==> src/rtl/ama_riscv_fetch_unit_if.sv <==
// Fetch-unit bundle: redirect input, synchronous IMEM port, and the ID-facing instruction handshake.
interface ama_riscv_fetch_unit_if #(
   parameter int unsigned FQ_DEPTH = 4,
   parameter int unsigned IMEM_AW  = 14
);
   localparam int unsigned CNT_W = $clog2(FQ_DEPTH) + 1;

   logic               redirect_valid;
   logic [31:0]        redirect_pc;
   logic               imem_req;
   logic [IMEM_AW-1:0] imem_addr;
   logic [31:0]        imem_rdata;
   logic               inst_valid;
   logic               inst_ready;
   logic [31:0]        inst;
   logic [31:0]        inst_pc;
   logic [CNT_W-1:0]   fq_count;

   modport master (
      input  redirect_valid, redirect_pc, imem_rdata, inst_ready,
      output imem_req, imem_addr, inst_valid, inst, inst_pc, fq_count
   );

   modport slave (
      output redirect_valid, redirect_pc, imem_rdata, inst_ready,
      input  imem_req, imem_addr, inst_valid, inst, inst_pc, fq_count
   );
endinterface

==> src/rtl/ama_riscv_fetch_unit.sv <==
// Decoupled instruction fetcher: owns the fetch PC, issues IMEM reads under a credit limit and
// buffers tagged instructions in a circular queue; redirects flush the queue and the in-flight read.
module ama_riscv_fetch_unit #(
   parameter logic [31:0] RESET_VECTOR = 32'h0,
   parameter int unsigned FQ_DEPTH     = 4,
   parameter int unsigned IMEM_AW      = 14
) (
   input  logic                    clk,
   input  logic                    rst,
   ama_riscv_fetch_unit_if.master  fif
);
   localparam int unsigned PTR_W  = $clog2(FQ_DEPTH);
   localparam int unsigned CNT_W  = PTR_W + 1;
   localparam int unsigned CRED_W = CNT_W + 1;
   localparam logic [31:0]       NOP        = 32'h0000_0013;
   localparam logic [CRED_W-1:0] CREDIT_MAX = CRED_W'(FQ_DEPTH);

   logic [31:0]      fetch_pc_q, fetch_pc_d;
   logic [31:0]      resp_pc_q, resp_pc_d;
   logic             resp_pending_q, resp_pending_d;
   logic [PTR_W-1:0] rd_ptr_q, rd_ptr_d;
   logic [PTR_W-1:0] wr_ptr_q, wr_ptr_d;
   logic [CNT_W-1:0] count_q, count_d;

   logic [31:0] q_inst [FQ_DEPTH];
   logic [31:0] q_pc   [FQ_DEPTH];

   logic [31:0]       issue_pc;
   logic [CRED_W-1:0] credit;
   logic              req, push, pop, valid;

   // Issue/push/pop decisions and next-state for PC, response tracking and queue pointers.
   always_comb begin
      issue_pc = fif.redirect_valid ? (fif.redirect_pc & 32'hFFFF_FFFC) : fetch_pc_q;
      credit   = CRED_W'(count_q) + CRED_W'(resp_pending_q);
      req      = !rst && (fif.redirect_valid || (credit < CREDIT_MAX));
      valid    = !rst && (count_q != '0) && !fif.redirect_valid;
      push     = resp_pending_q && !fif.redirect_valid;
      pop      = valid && fif.inst_ready;

      fetch_pc_d     = fetch_pc_q;
      resp_pc_d      = resp_pc_q;
      resp_pending_d = 1'b0;
      rd_ptr_d       = rd_ptr_q;
      wr_ptr_d       = wr_ptr_q;
      count_d        = count_q;

      if (req) begin
         fetch_pc_d     = issue_pc + 32'd4;
         resp_pending_d = 1'b1;
         resp_pc_d      = issue_pc;
      end

      // A redirect drops the response arriving now and empties the queue.
      if (fif.redirect_valid) begin
         rd_ptr_d = '0;
         wr_ptr_d = '0;
         count_d  = '0;
      end else begin
         if (push) wr_ptr_d = wr_ptr_q + PTR_W'(1);
         if (pop)  rd_ptr_d = rd_ptr_q + PTR_W'(1);
         case ({push, pop})
            2'b10:   count_d = count_q + CNT_W'(1);
            2'b01:   count_d = count_q - CNT_W'(1);
            default: count_d = count_q;
         endcase
      end
   end

   always_ff @(posedge clk) begin
      if (rst) begin
         fetch_pc_q     <= RESET_VECTOR;
         resp_pc_q      <= RESET_VECTOR;
         resp_pending_q <= 1'b0;
         rd_ptr_q       <= '0;
         wr_ptr_q       <= '0;
         count_q        <= '0;
      end else begin
         fetch_pc_q     <= fetch_pc_d;
         resp_pc_q      <= resp_pc_d;
         resp_pending_q <= resp_pending_d;
         rd_ptr_q       <= rd_ptr_d;
         wr_ptr_q       <= wr_ptr_d;
         count_q        <= count_d;
      end
   end

   // Queue storage is not reset; occupancy tracking alone decides what is visible.
   always_ff @(posedge clk) begin
      if (!rst && push) begin
         q_inst[wr_ptr_q] <= fif.imem_rdata;
         q_pc[wr_ptr_q]   <= resp_pc_q;
      end
   end

   assign fif.imem_req   = req;
   assign fif.imem_addr  = issue_pc[IMEM_AW+1:2];
   assign fif.inst_valid = valid;
   assign fif.inst       = valid ? q_inst[rd_ptr_q] : NOP;
   assign fif.inst_pc    = valid ? q_pc[rd_ptr_q] : 32'h0;
   assign fif.fq_count   = rst ? '0 : count_q;

endmodule

==> src/flat_wrapper.sv <==
// flat-port wrapper written by rule: the top's interface ports become plain ports
module ama_riscv_fetch_unit_flat 
#(
   parameter logic [31:0] RESET_VECTOR = 32'h0,
   parameter int unsigned FQ_DEPTH     = 4,
   parameter int unsigned IMEM_AW      = 14
)
  (clk, rst, fif_redirect_valid, fif_redirect_pc, fif_imem_rdata, fif_inst_ready, fif_imem_req, fif_imem_addr, fif_inst_valid, fif_inst, fif_inst_pc, fif_fq_count);
  ama_riscv_fetch_unit_if #(.FQ_DEPTH(FQ_DEPTH), .IMEM_AW(IMEM_AW)) fif_i ();
  input  logic clk;
  input  logic rst;
  input wire logic [$bits(fif_i.redirect_valid)-1:0] fif_redirect_valid;
  input wire logic [$bits(fif_i.redirect_pc)-1:0] fif_redirect_pc;
  input wire logic [$bits(fif_i.imem_rdata)-1:0] fif_imem_rdata;
  input wire logic [$bits(fif_i.inst_ready)-1:0] fif_inst_ready;
  output wire logic [$bits(fif_i.imem_req)-1:0] fif_imem_req;
  output wire logic [$bits(fif_i.imem_addr)-1:0] fif_imem_addr;
  output wire logic [$bits(fif_i.inst_valid)-1:0] fif_inst_valid;
  output wire logic [$bits(fif_i.inst)-1:0] fif_inst;
  output wire logic [$bits(fif_i.inst_pc)-1:0] fif_inst_pc;
  output wire logic [$bits(fif_i.fq_count)-1:0] fif_fq_count;
  assign fif_i.redirect_valid = fif_redirect_valid;
  assign fif_i.redirect_pc = fif_redirect_pc;
  assign fif_i.imem_rdata = fif_imem_rdata;
  assign fif_i.inst_ready = fif_inst_ready;
  assign fif_imem_req = fif_i.imem_req;
  assign fif_imem_addr = fif_i.imem_addr;
  assign fif_inst_valid = fif_i.inst_valid;
  assign fif_inst = fif_i.inst;
  assign fif_inst_pc = fif_i.inst_pc;
  assign fif_fq_count = fif_i.fq_count;
  ama_riscv_fetch_unit #(.RESET_VECTOR(RESET_VECTOR), .FQ_DEPTH(FQ_DEPTH), .IMEM_AW(IMEM_AW)) u_core (.clk(clk), .rst(rst), .fif(fif_i));
endmodule
==> config.mk <==
export PLATFORM = sky130hd
export DESIGN_NAME = ama_riscv_fetch_unit_flat
export DESIGN_NICKNAME = d
export VERILOG_FILES = /design/src/rtl/ama_riscv_fetch_unit_if.sv /design/src/rtl/ama_riscv_fetch_unit.sv /design/src/flat_wrapper.sv
export SDC_FILE = /design/constraint.sdc
export NUM_CORES = 1
export LEC_CHECK = 0
export CORE_UTILIZATION = 60
export CTS_CLUSTER_DIAMETER = 40
export CTS_CLUSTER_SIZE = 12
export DETAILED_ROUTE_END_ITERATION = 6
export GPL_TIMING_DRIVEN = 0
export PLACE_DENSITY = 0.84
export SYNTH_ARGS = -nofsm -noshare
export SYNTH_HDL_FRONTEND = slang
export SYNTH_SLANG_ARGS = --single-unit
==> constraint.sdc <==
create_clock -name clk -period 8.1 [get_ports clk]
set_input_delay 1.215 -clock clk [delete_from_list [all_inputs] [get_ports clk]]
set_output_delay 1.215 -clock clk [all_outputs]
set_load 0.01 [all_outputs]
==> results of run 1 <==
==> cells by family after synthesis <==
| kind of cell | after synthesis | synth area share [%] |
|---|---|---|
| xor+xnor | 38 | 2.51 |
| other cells | 1 | 0.0283 |
| mux | 86 | 12.4 |
| flops | 318 | 66.7 |
| simple gates | 256 | 10.1 |
| compound gates | 103 | 4.67 |
| fa+ha+maj | 7 | 0.717 |
| buf+inv | 83 | 2.91 |
==> path summary, 6_finish.rpt <==
kind	startpoint	end	slack, ns	cells past startpoint
min reg2reg	u_core.fetch_pc_q[31]	u_core.fetch_pc_q[31]	0.47	2
max reg2reg	u_core.fetch_pc_q[2]	u_core.fetch_pc_q[28]	5.22	9
min	u_core.fetch_pc_q[31]	u_core.fetch_pc_q[31]	0.47	2
max	fif_redirect_valid	fif_inst_pc[17]	2.45	8
==> flip-flops by register name, indices dropped and copies added (netlist names), named ones only <==
signal                 count
u_core.resp_pending_q      1
u_core.count_q             3
u_core.q_pc              120
u_core.rd_ptr_q            2
u_core.q_inst            128
u_core.wr_ptr_q            2
u_core.fetch_pc_q         30
u_core.resp_pc_q          30
==> cell usage after synthesis (all sizes together), types with 3 or more instances <==
library cell  count
a211oi            4
inv              22
ha                6
nand4b            7
a22o              3
o21ai            46
buf              35
dfxtp            70
clkbuf           26
nor2             34
xnor2            25
nand2            81
a31oi             3
o21a              3
nand4            18
nor3              8
mux4             62
nand3b            4
xor2             13
edfxtp          248
and2             62
or3               6
and3              7
a2111oi           3
o22ai             3
a21oi            28
mux2i            23
nand3            23
==> cell type report <==
cell class	count	area share [%]
sequential	318	54.5
multi-input combinational	492	24.9
timing repair buffer	147	9.12
clock buffer	55	6.24
tap	280	2.16
buffer	61	1.86
clock inverter	9	0.755
inverter	22	0.508
==> layer usage <==
layer	up-vias	GRT usage, %
met1	4047	36.0
li1	3732	-
met4	0	9.75
met5	-	0
met3	65	5.27
met2	373	47.7
==> worst max-delay path: cells and delay by family <==
family,cells,cell delay (ns)
AND/OR/NAND/NOR,3,1.22
buffers and inverters,5,2.00
==> cells in the final DEF (no fill, tap or decap), types with 6 or more instances in the layout <==
cell type / netlist / layout
sky130_fd_sc_hd__nor3_1: 8 / 8
sky130_fd_sc_hd__o21ai_0: 44 / 44
sky130_fd_sc_hd__edfxtp_1: 248 / 248
sky130_fd_sc_hd__clkdlybuf4s50_1: 0 / 146
sky130_fd_sc_hd__nand3_1: 21 / 21
sky130_fd_sc_hd__buf_1: 13 / 13
sky130_fd_sc_hd__mux2i_1: 23 / 23
sky130_fd_sc_hd__nand4_1: 18 / 18
sky130_fd_sc_hd__mux4_2: 62 / 62
sky130_fd_sc_hd__clkbuf_1: 26 / 42
sky130_fd_sc_hd__nor2_1: 34 / 34
sky130_fd_sc_hd__and2_1: 62 / 62
sky130_fd_sc_hd__nand2_1: 81 / 81
sky130_fd_sc_hd__buf_4: 16 / 16
sky130_fd_sc_hd__xor2_1: 13 / 13
sky130_fd_sc_hd__nand4b_1: 7 / 7
sky130_fd_sc_hd__xnor2_1: 25 / 25
sky130_fd_sc_hd__ha_1: 6 / 6
sky130_fd_sc_hd__clkbuf_16: 0 / 37
sky130_fd_sc_hd__dfxtp_1: 70 / 70
sky130_fd_sc_hd__or3_1: 6 / 6
sky130_fd_sc_hd__inv_1: 22 / 22
sky130_fd_sc_hd__a21oi_1: 28 / 28
==> stage by stage <==
| stage | std cells | power (mW) |
|---|---|---|
| floorplan | 893 | 1.94 |
| global placement | 1319 | 2.03 |
| detailed placement | 1320 | 2.04 |
| CTS | 1384 | 3.59 |
| global route | 1384 | 3.67 |
| finish | 1384 | 3.57 |
==> power breakdown <==
group | total, mW | switching [mW] | internal, mW | leakage (nW)
clock | 1.56 | 0.620 | 0.937 | 0.552
sequential | 1.82 | 0.0295 | 1.79 | 2.84
combinational | 0.189 | 0.0961 | 0.0933 | 1.97
==> results summary, run 1 <==
The flow ran to the end, and the final reports show no timing, DRC or antenna violations. The CTS tree is yes. In this run the post-CTS setup repair buffer count came out at 0.

The per-cell routed wire length is 21.9 µm. The worst setup slack before clock tree synthesis came out at 2.32 ns. The maximum vdd ir drop came out at 0.137 mV. The finished layout cell area is 0.0162 mm².

The number of clock sinks came out at 318. Walking the worst path, the cells encountered are clkdlybuf4s50_1 -> buf_2 -> or2_2 -> clkbuf_1 -> nor2_1 -> clkbuf_1 -> and2_1 -> clkdlybuf4s50_1. The maximum clock frequency came out at 177 MHz. The number of flops mapped to enable cells by yosys came out at 248. The final cell utilization of the core came out at 74.7%.

The vertical extent of the die came out at 151 µm. Sorting the synthesized cells by area gives the leading types as sky130_fd_sc_hd__edfxtp_1 56%, sky130_fd_sc_hd__dfxtp_1 11%, sky130_fd_sc_hd__mux4_2 11%. The clock-pin transition on the worst setup and hold timing paths is 0.06 ns.

The routed length on met2 came out at 15.1 mm. Once the floorplan was initialized, standard cells occupied 60.9% of the core. The total wire length came out at 30.3 mm. The buffer levels on the longest clock path came out at 3. The I/O pin total is 151. The overflow left after global routing came out at 0. The core area is 0.0218 mm². The data arrival time of the worst path came out at 4.43 ns. The cell count after synthesis is 892.

The post-layout minimum cycle time is 5.65 ns. Input and output buffers added on the ports amount to 146. Of the available clock period, the critical path in the final layout requires 69.7%. The setup-violating endpoint count in the final report is 0. The setup path with the least slack is of type input port to primary output. The layout net count came out at 1153. The highest fanout seen on the critical path came out at 10. Summing every instance area after synthesis gives 0.0133 mm².

Counting the buffers created by CTS gives 36. Max-cap violations in this run came to 0. The number of antenna violations at the first check in global routing came out at 0. The filler cell count in the final layout is 1346.

For the worst-skew pair, the clock arrives at the later sink with an insertion delay of 0.51 ns. The share of synthesized registers carrying an async set or reset is 0%. The area of the die is 0.0227 mm². On the final layout, the worst hold slack is 0.470 ns.

Routability-driven placement finished with a final weighted congestion of 0.956. The number of resized instances in the post-cts repair step is 0. The x dimension of the die came out at 151 µm. At the pin with the least slew margin, the transition time is 1.21 ns. The worst-case setup margin in the final layout is 2.45 ns. The number of hold buffers added after cts came out at 0. The number of antenna diodes in the final layout is 0. The count of endpoints failing hold in the final timing report was 0. The pin count of the biggest net entering global routing came out at 63. After detailed routing, no signal wire sits above met4. The first global-routing pass estimated 46.6 mm of wire. The detail-routed via count per cell came out at 5.94.

The netlist uses 53 different library cells. For this design the static power due to leakage is 5.36 nW. In the routed design, unresolved DRC markers number 0. The maximum level of the CTS H-tree is 2.

The most frequently used flop master after synthesis is sky130_fd_sc_hd__edfxtp_1. The area taken by multi-input logic gates came out at 0.00405 mm². The placed cell area is 0.0151 mm².

Relative to the synthesized area, the layout overhead comes to 22.6%. Clock tree synthesis selected as its root buffer the cell sky130_fd_sc_hd__clkbuf_16. The half-perimeter wire length after detailed placement is 19.4 mm. The sequential fraction of the synthesis area came out at 66.7%.

The worst stage delay on the critical path came out at 0.63 ns. Setup total negative slack on the finished layout was measured at 0 ns. The number of vias after detailed routing is 8217. The slowest stage of the critical path belongs to the cell sky130_fd_sc_hd__nor2_1.

Setup repair after global routing left no endpoint under its margin. The tightest slew margin relative to the limit came out at 19.4%. The proportion of layout cells with a drive suffix above 1 is 13.2%. The detailed-routing iteration count for the pre-antenna-repair pass came out at 5. The area occupied by registers came out at 0.00885 mm². The worst clock skew on the final layout is 0.0191 ns.

The count of standard-cell rows is 54. The count of pins over their slew limit came out at 0. After synthesis, the largest area contributor takes up 56.2% of total cell area. The total routing resource utilization after global routing came out at 28.0%. The detailed route wirelength on metal3 came out at 2.31 mm. The tightest min-delay check is of the flip-flop to flip-flop type. The average instance in the mapped netlist occupies 14.9 µm². The critical path capture point type is a primary output. The number of antenna-violating nets in the routed design is 0. Of all cell types, the one taking the most synthesized area is sky130_fd_sc_hd__edfxtp_1. The routed metal-1 wire length is 12.0 mm.

Yosys printed 0 warnings. In this run, the number of DRC markers left after iteration 0 of detailed routing was 633. The via count of the first global-routing pass came out at 8353.

The total power divided by cell area is 220 mW/mm². The worst setup path is launched from an input port. For the worst setup path, the data required time is 6.88 ns. The number of synthesized register bits came out at 318.
Power figures use the tool's default switching activity.
==> run 2: changes to the inputs <==
CORE_UTILIZATION = 51   (was 60)
PLACE_DENSITY = 0.76   (was 0.84)
clock period = 5.1 ns   (was 8.1 ns; I/O delays follow)
==> run 2 against run 1 <==
Net effect: clock skew grew 0.0058 ns; die area grew 17%; via count is essentially flat; first-iteration DRC count is 6.0% lower; count of clock-buffer cells in the layout is 3 lower; largest power group unchanged; global-route usage down 5.5 points; final cell count is 4.4% higher; critical endpoint is now fif_inst_pc[16]; sequential share of layout area down 1.2 points; core utilization down 9.1 points; sequential power increased by 59%; power is 70% higher.
==> results summary, run 2 (synthesis results as in run 1) <==
The run finished with clean final reports. The highest fanout seen on the critical path came to 10 (unchanged). The total wire length came out at 29.1 mm (-3.9%).

The routed metal-1 wire length is 12.4 mm (+3.7%). The final cell utilization of the core came to 65.6% (-9.1 points). The via count of the first global-routing pass came out at 8197 (-1.9%).

The area growth from synthesis to layout is 25.3%. In this run the worst setup path begins at fif_redirect_valid. The worst setup path is of the input port to primary output kind.

The total of buffers placed on input and output ports is 146 (unchanged). The setup-violating endpoint count in the final report is 0 (unchanged). The buffer levels on the longest clock path is 3 (unchanged).

The global-route wire length before repair came out at 45.1 mm (-3.2%). The placed cell area is 0.0152 mm² (+0.81%). The library cells used most frequently in the layout, excluding fill and tap cells, are 248 x sky130_fd_sc_hd__edfxtp_1, 146 x sky130_fd_sc_hd__clkdlybuf4s50_1, 81 x sky130_fd_sc_hd__nand2_1, 70 x sky130_fd_sc_hd__dfxtp_1. The worst setup slack before clock tree synthesis came out at -0.219 ns (-2.54 ns). The worst-case setup margin in the final layout came out at 0.308 ns (-2.14 ns). The number of clock sinks is 318 (unchanged). The startpoint identified for the worst hold timing path is u_core.fetch_pc_q[31]. The global placer's final weighted congestion is 0.927 (-3.0%). The detailed-routing iteration count for the pre-antenna-repair pass was 5 (unchanged). The detail-routed via count per cell is 5.69 (-4.2%).

The detailed-route DRC error count came to 0 (unchanged). The core area came to 0.0253 mm² (+16%). The largest registers in the layout are u_core.q_inst: 128 flops, u_core.q_pc: 120 flops. The static leakage came to 5.51 nW (+2.7%). The CTS buffer count is 41 (+14%).

The routed length on met2 is 13.8 mm (-8.8%). The half-perimeter wire length after detailed placement is 19.2 mm (-0.80%). The count of max-cap constraint violations came out at 0 (unchanged). The worst clock skew on the final layout is 0.0249 ns (+0.00579 ns).

The x dimension of the die is 163 µm (+8.4%). The final critical path takes up 94.0% of the cycle. The data required time at the worst endpoint is 4.34 ns (-2.54 ns). Timing would allow up to 209 MHz. The count of standard-cell rows came out at 58 (+7.4%).

The flip-flop count of the largest register after layout came to 128 (unchanged). The pin count of the biggest net entering global routing came out at 39 (-38%). The layout net count came out at 1160 (+0.61%). The I/O pin total is 151 (unchanged).

The finished layout cell area is 0.0166 mm² (+2.2%). The maximum level of the CTS H-tree is 2 (unchanged). The per-cell routed wire length is 20.1 µm (-8.0%). The critical register-to-register path startpoint is u_core.count_q[2]. The proportion of layout cells with a drive suffix above 1 came out at 14.9% (+1.7 points). The total power divided by cell area came to 365 mW/mm² (+66%). The register with the highest flop count is u_core.q_inst. Routed signal wires occupy layers up through met4. The post-layout minimum cycle time is 4.79 ns. The vertical extent of the die came out at 163 µm (+8.4%). The class of the most critical hold timing path is flip-flop to flip-flop. The detailed route wirelength on metal3 came to 2.23 mm (-3.3%). The number of vias after detailed routing is 8219 (+0.024%).

The data arrival time of the worst path is 4.03 ns (-0.40 ns). The number of resized instances in the post-cts repair step came to 0 (unchanged). The later-pin clock latency in the skew report is 0.53 ns (+0.02 ns).

The count of endpoints failing hold in the final timing report came to 0 (unchanged). The count of pins over their slew limit is 0 (unchanged). The area of the die came out at 0.0266 mm² (+17%).

STA classifies the critical path startpoint as an input port. The library cell used most frequently in the layout, excluding fill and tap cells, is sky130_fd_sc_hd__edfxtp_1. Setup repair after global routing left no endpoint under its margin. The effective utilization at floorplan came out at 52.3% (-8.6 points).

The DRC marker count from the first detailed-route iteration came to 595 (-6.0%). The number of antenna-violating nets in the routed design came out at 0 (unchanged). The CTS tree is yes. The clock-pin transition on the worst setup and hold timing paths is 0.05 ns (about the same). The maximum vdd ir drop came to 0.312 mV (+130%). The number of antenna violations at the first check in global routing is 0 (unchanged).

The total routing resource utilization after global routing came out at 22.4% (-5.5 points). The slew at the pin with the worst max-slew slack came out at 1.34 ns (+0.135 ns). The overflow left after global routing is 0 (unchanged). The tightest slew margin relative to the limit came out at 10.4% (-9.0 points). The critical path capture point type is a primary output.

The count of antenna diodes in the layout is 0 (unchanged). Clock tree synthesis selected as its root buffer the cell sky130_fd_sc_hd__clkbuf_16.
run 2: critical path, cell delays in order:
cell	delay [ns]
sky130_fd_sc_hd__clkdlybuf4s50_1	0.48
sky130_fd_sc_hd__buf_2	0.24
sky130_fd_sc_hd__or2_2	0.29
sky130_fd_sc_hd__clkbuf_1	0.25
sky130_fd_sc_hd__nor2_1	0.70
sky130_fd_sc_hd__clkbuf_1	0.46
sky130_fd_sc_hd__and2_1	0.20
sky130_fd_sc_hd__clkdlybuf4s50_1	0.63
run 2: power breakdown:
group	leakage [nW]	switching (mW)	total, mW	internal [mW]
clock network	0.673	1.08	2.86	1.78
logic	2.00	0.151	0.299	0.148
registers	2.84	0.0451	2.89	2.85
run 2: path summary, 6_finish.rpt:
| kind | to | slack [ns] | depth (start not counted) |
|---|---|---|---|
| min reg2reg | u_core.fetch_pc_q[31] | 0.45 | 2 |
| max | fif_inst_pc[16] | 0.31 | 8 |
| max reg2reg | u_core.count_q[2] | 2.14 | 9 |
| min | u_core.fetch_pc_q[31] | 0.45 | 2 |
run 2: final cells by class:
type | instances | area (µm²)
Tap cell | 330 | 413
Buffer | 60 | 299
Inverter | 22 | 82.6
Timing Repair Buffer | 150 | 1540
Fill cell | 1813 | 8720
Sequential cell | 318 | 8850
Clock buffer | 52 | 1120
Multi-Input combinational cell | 492 | 4050
Clock inverter | 21 | 254
run 2: through the flow:
| step | hold slack [ns] | cells | setup TNS, ns | total power, mW |
|---|---|---|---|---|
| 2_1_floorplan | 0.424 | 893 | 0 | 3.08 |
| 3_3_place_gp | 0.434 | 1369 | -187.19 | 3.23 |
| 3_5_place_dp | 0.443 | 1373 | -0.361 | 3.24 |
| 4_1_cts | 0.451 | 1446 | 0 | 6.10 |
| 5_1_grt | 0.485 | 1445 | 0 | 6.23 |
| 6_report | 0.450 | 1445 | 0 | 6.06 |
run 2: per-layer routing:
| layer | vias up | track usage, % |
|---|---|---|
| li1 | 3749 | - |
| met1 | 4076 | 30.9 |
| met2 | 349 | 35.9 |
| met3 | 45 | 4.29 |
| met4 | 0 | 7.52 |
| met5 | - | 0 |
run 2: timing repair:
action / 4_1_cts / 5_1_grt
setup endpoints to repair: 0 / 1
buffers inserted: 0 / 0
hold buffers: 0 / 0
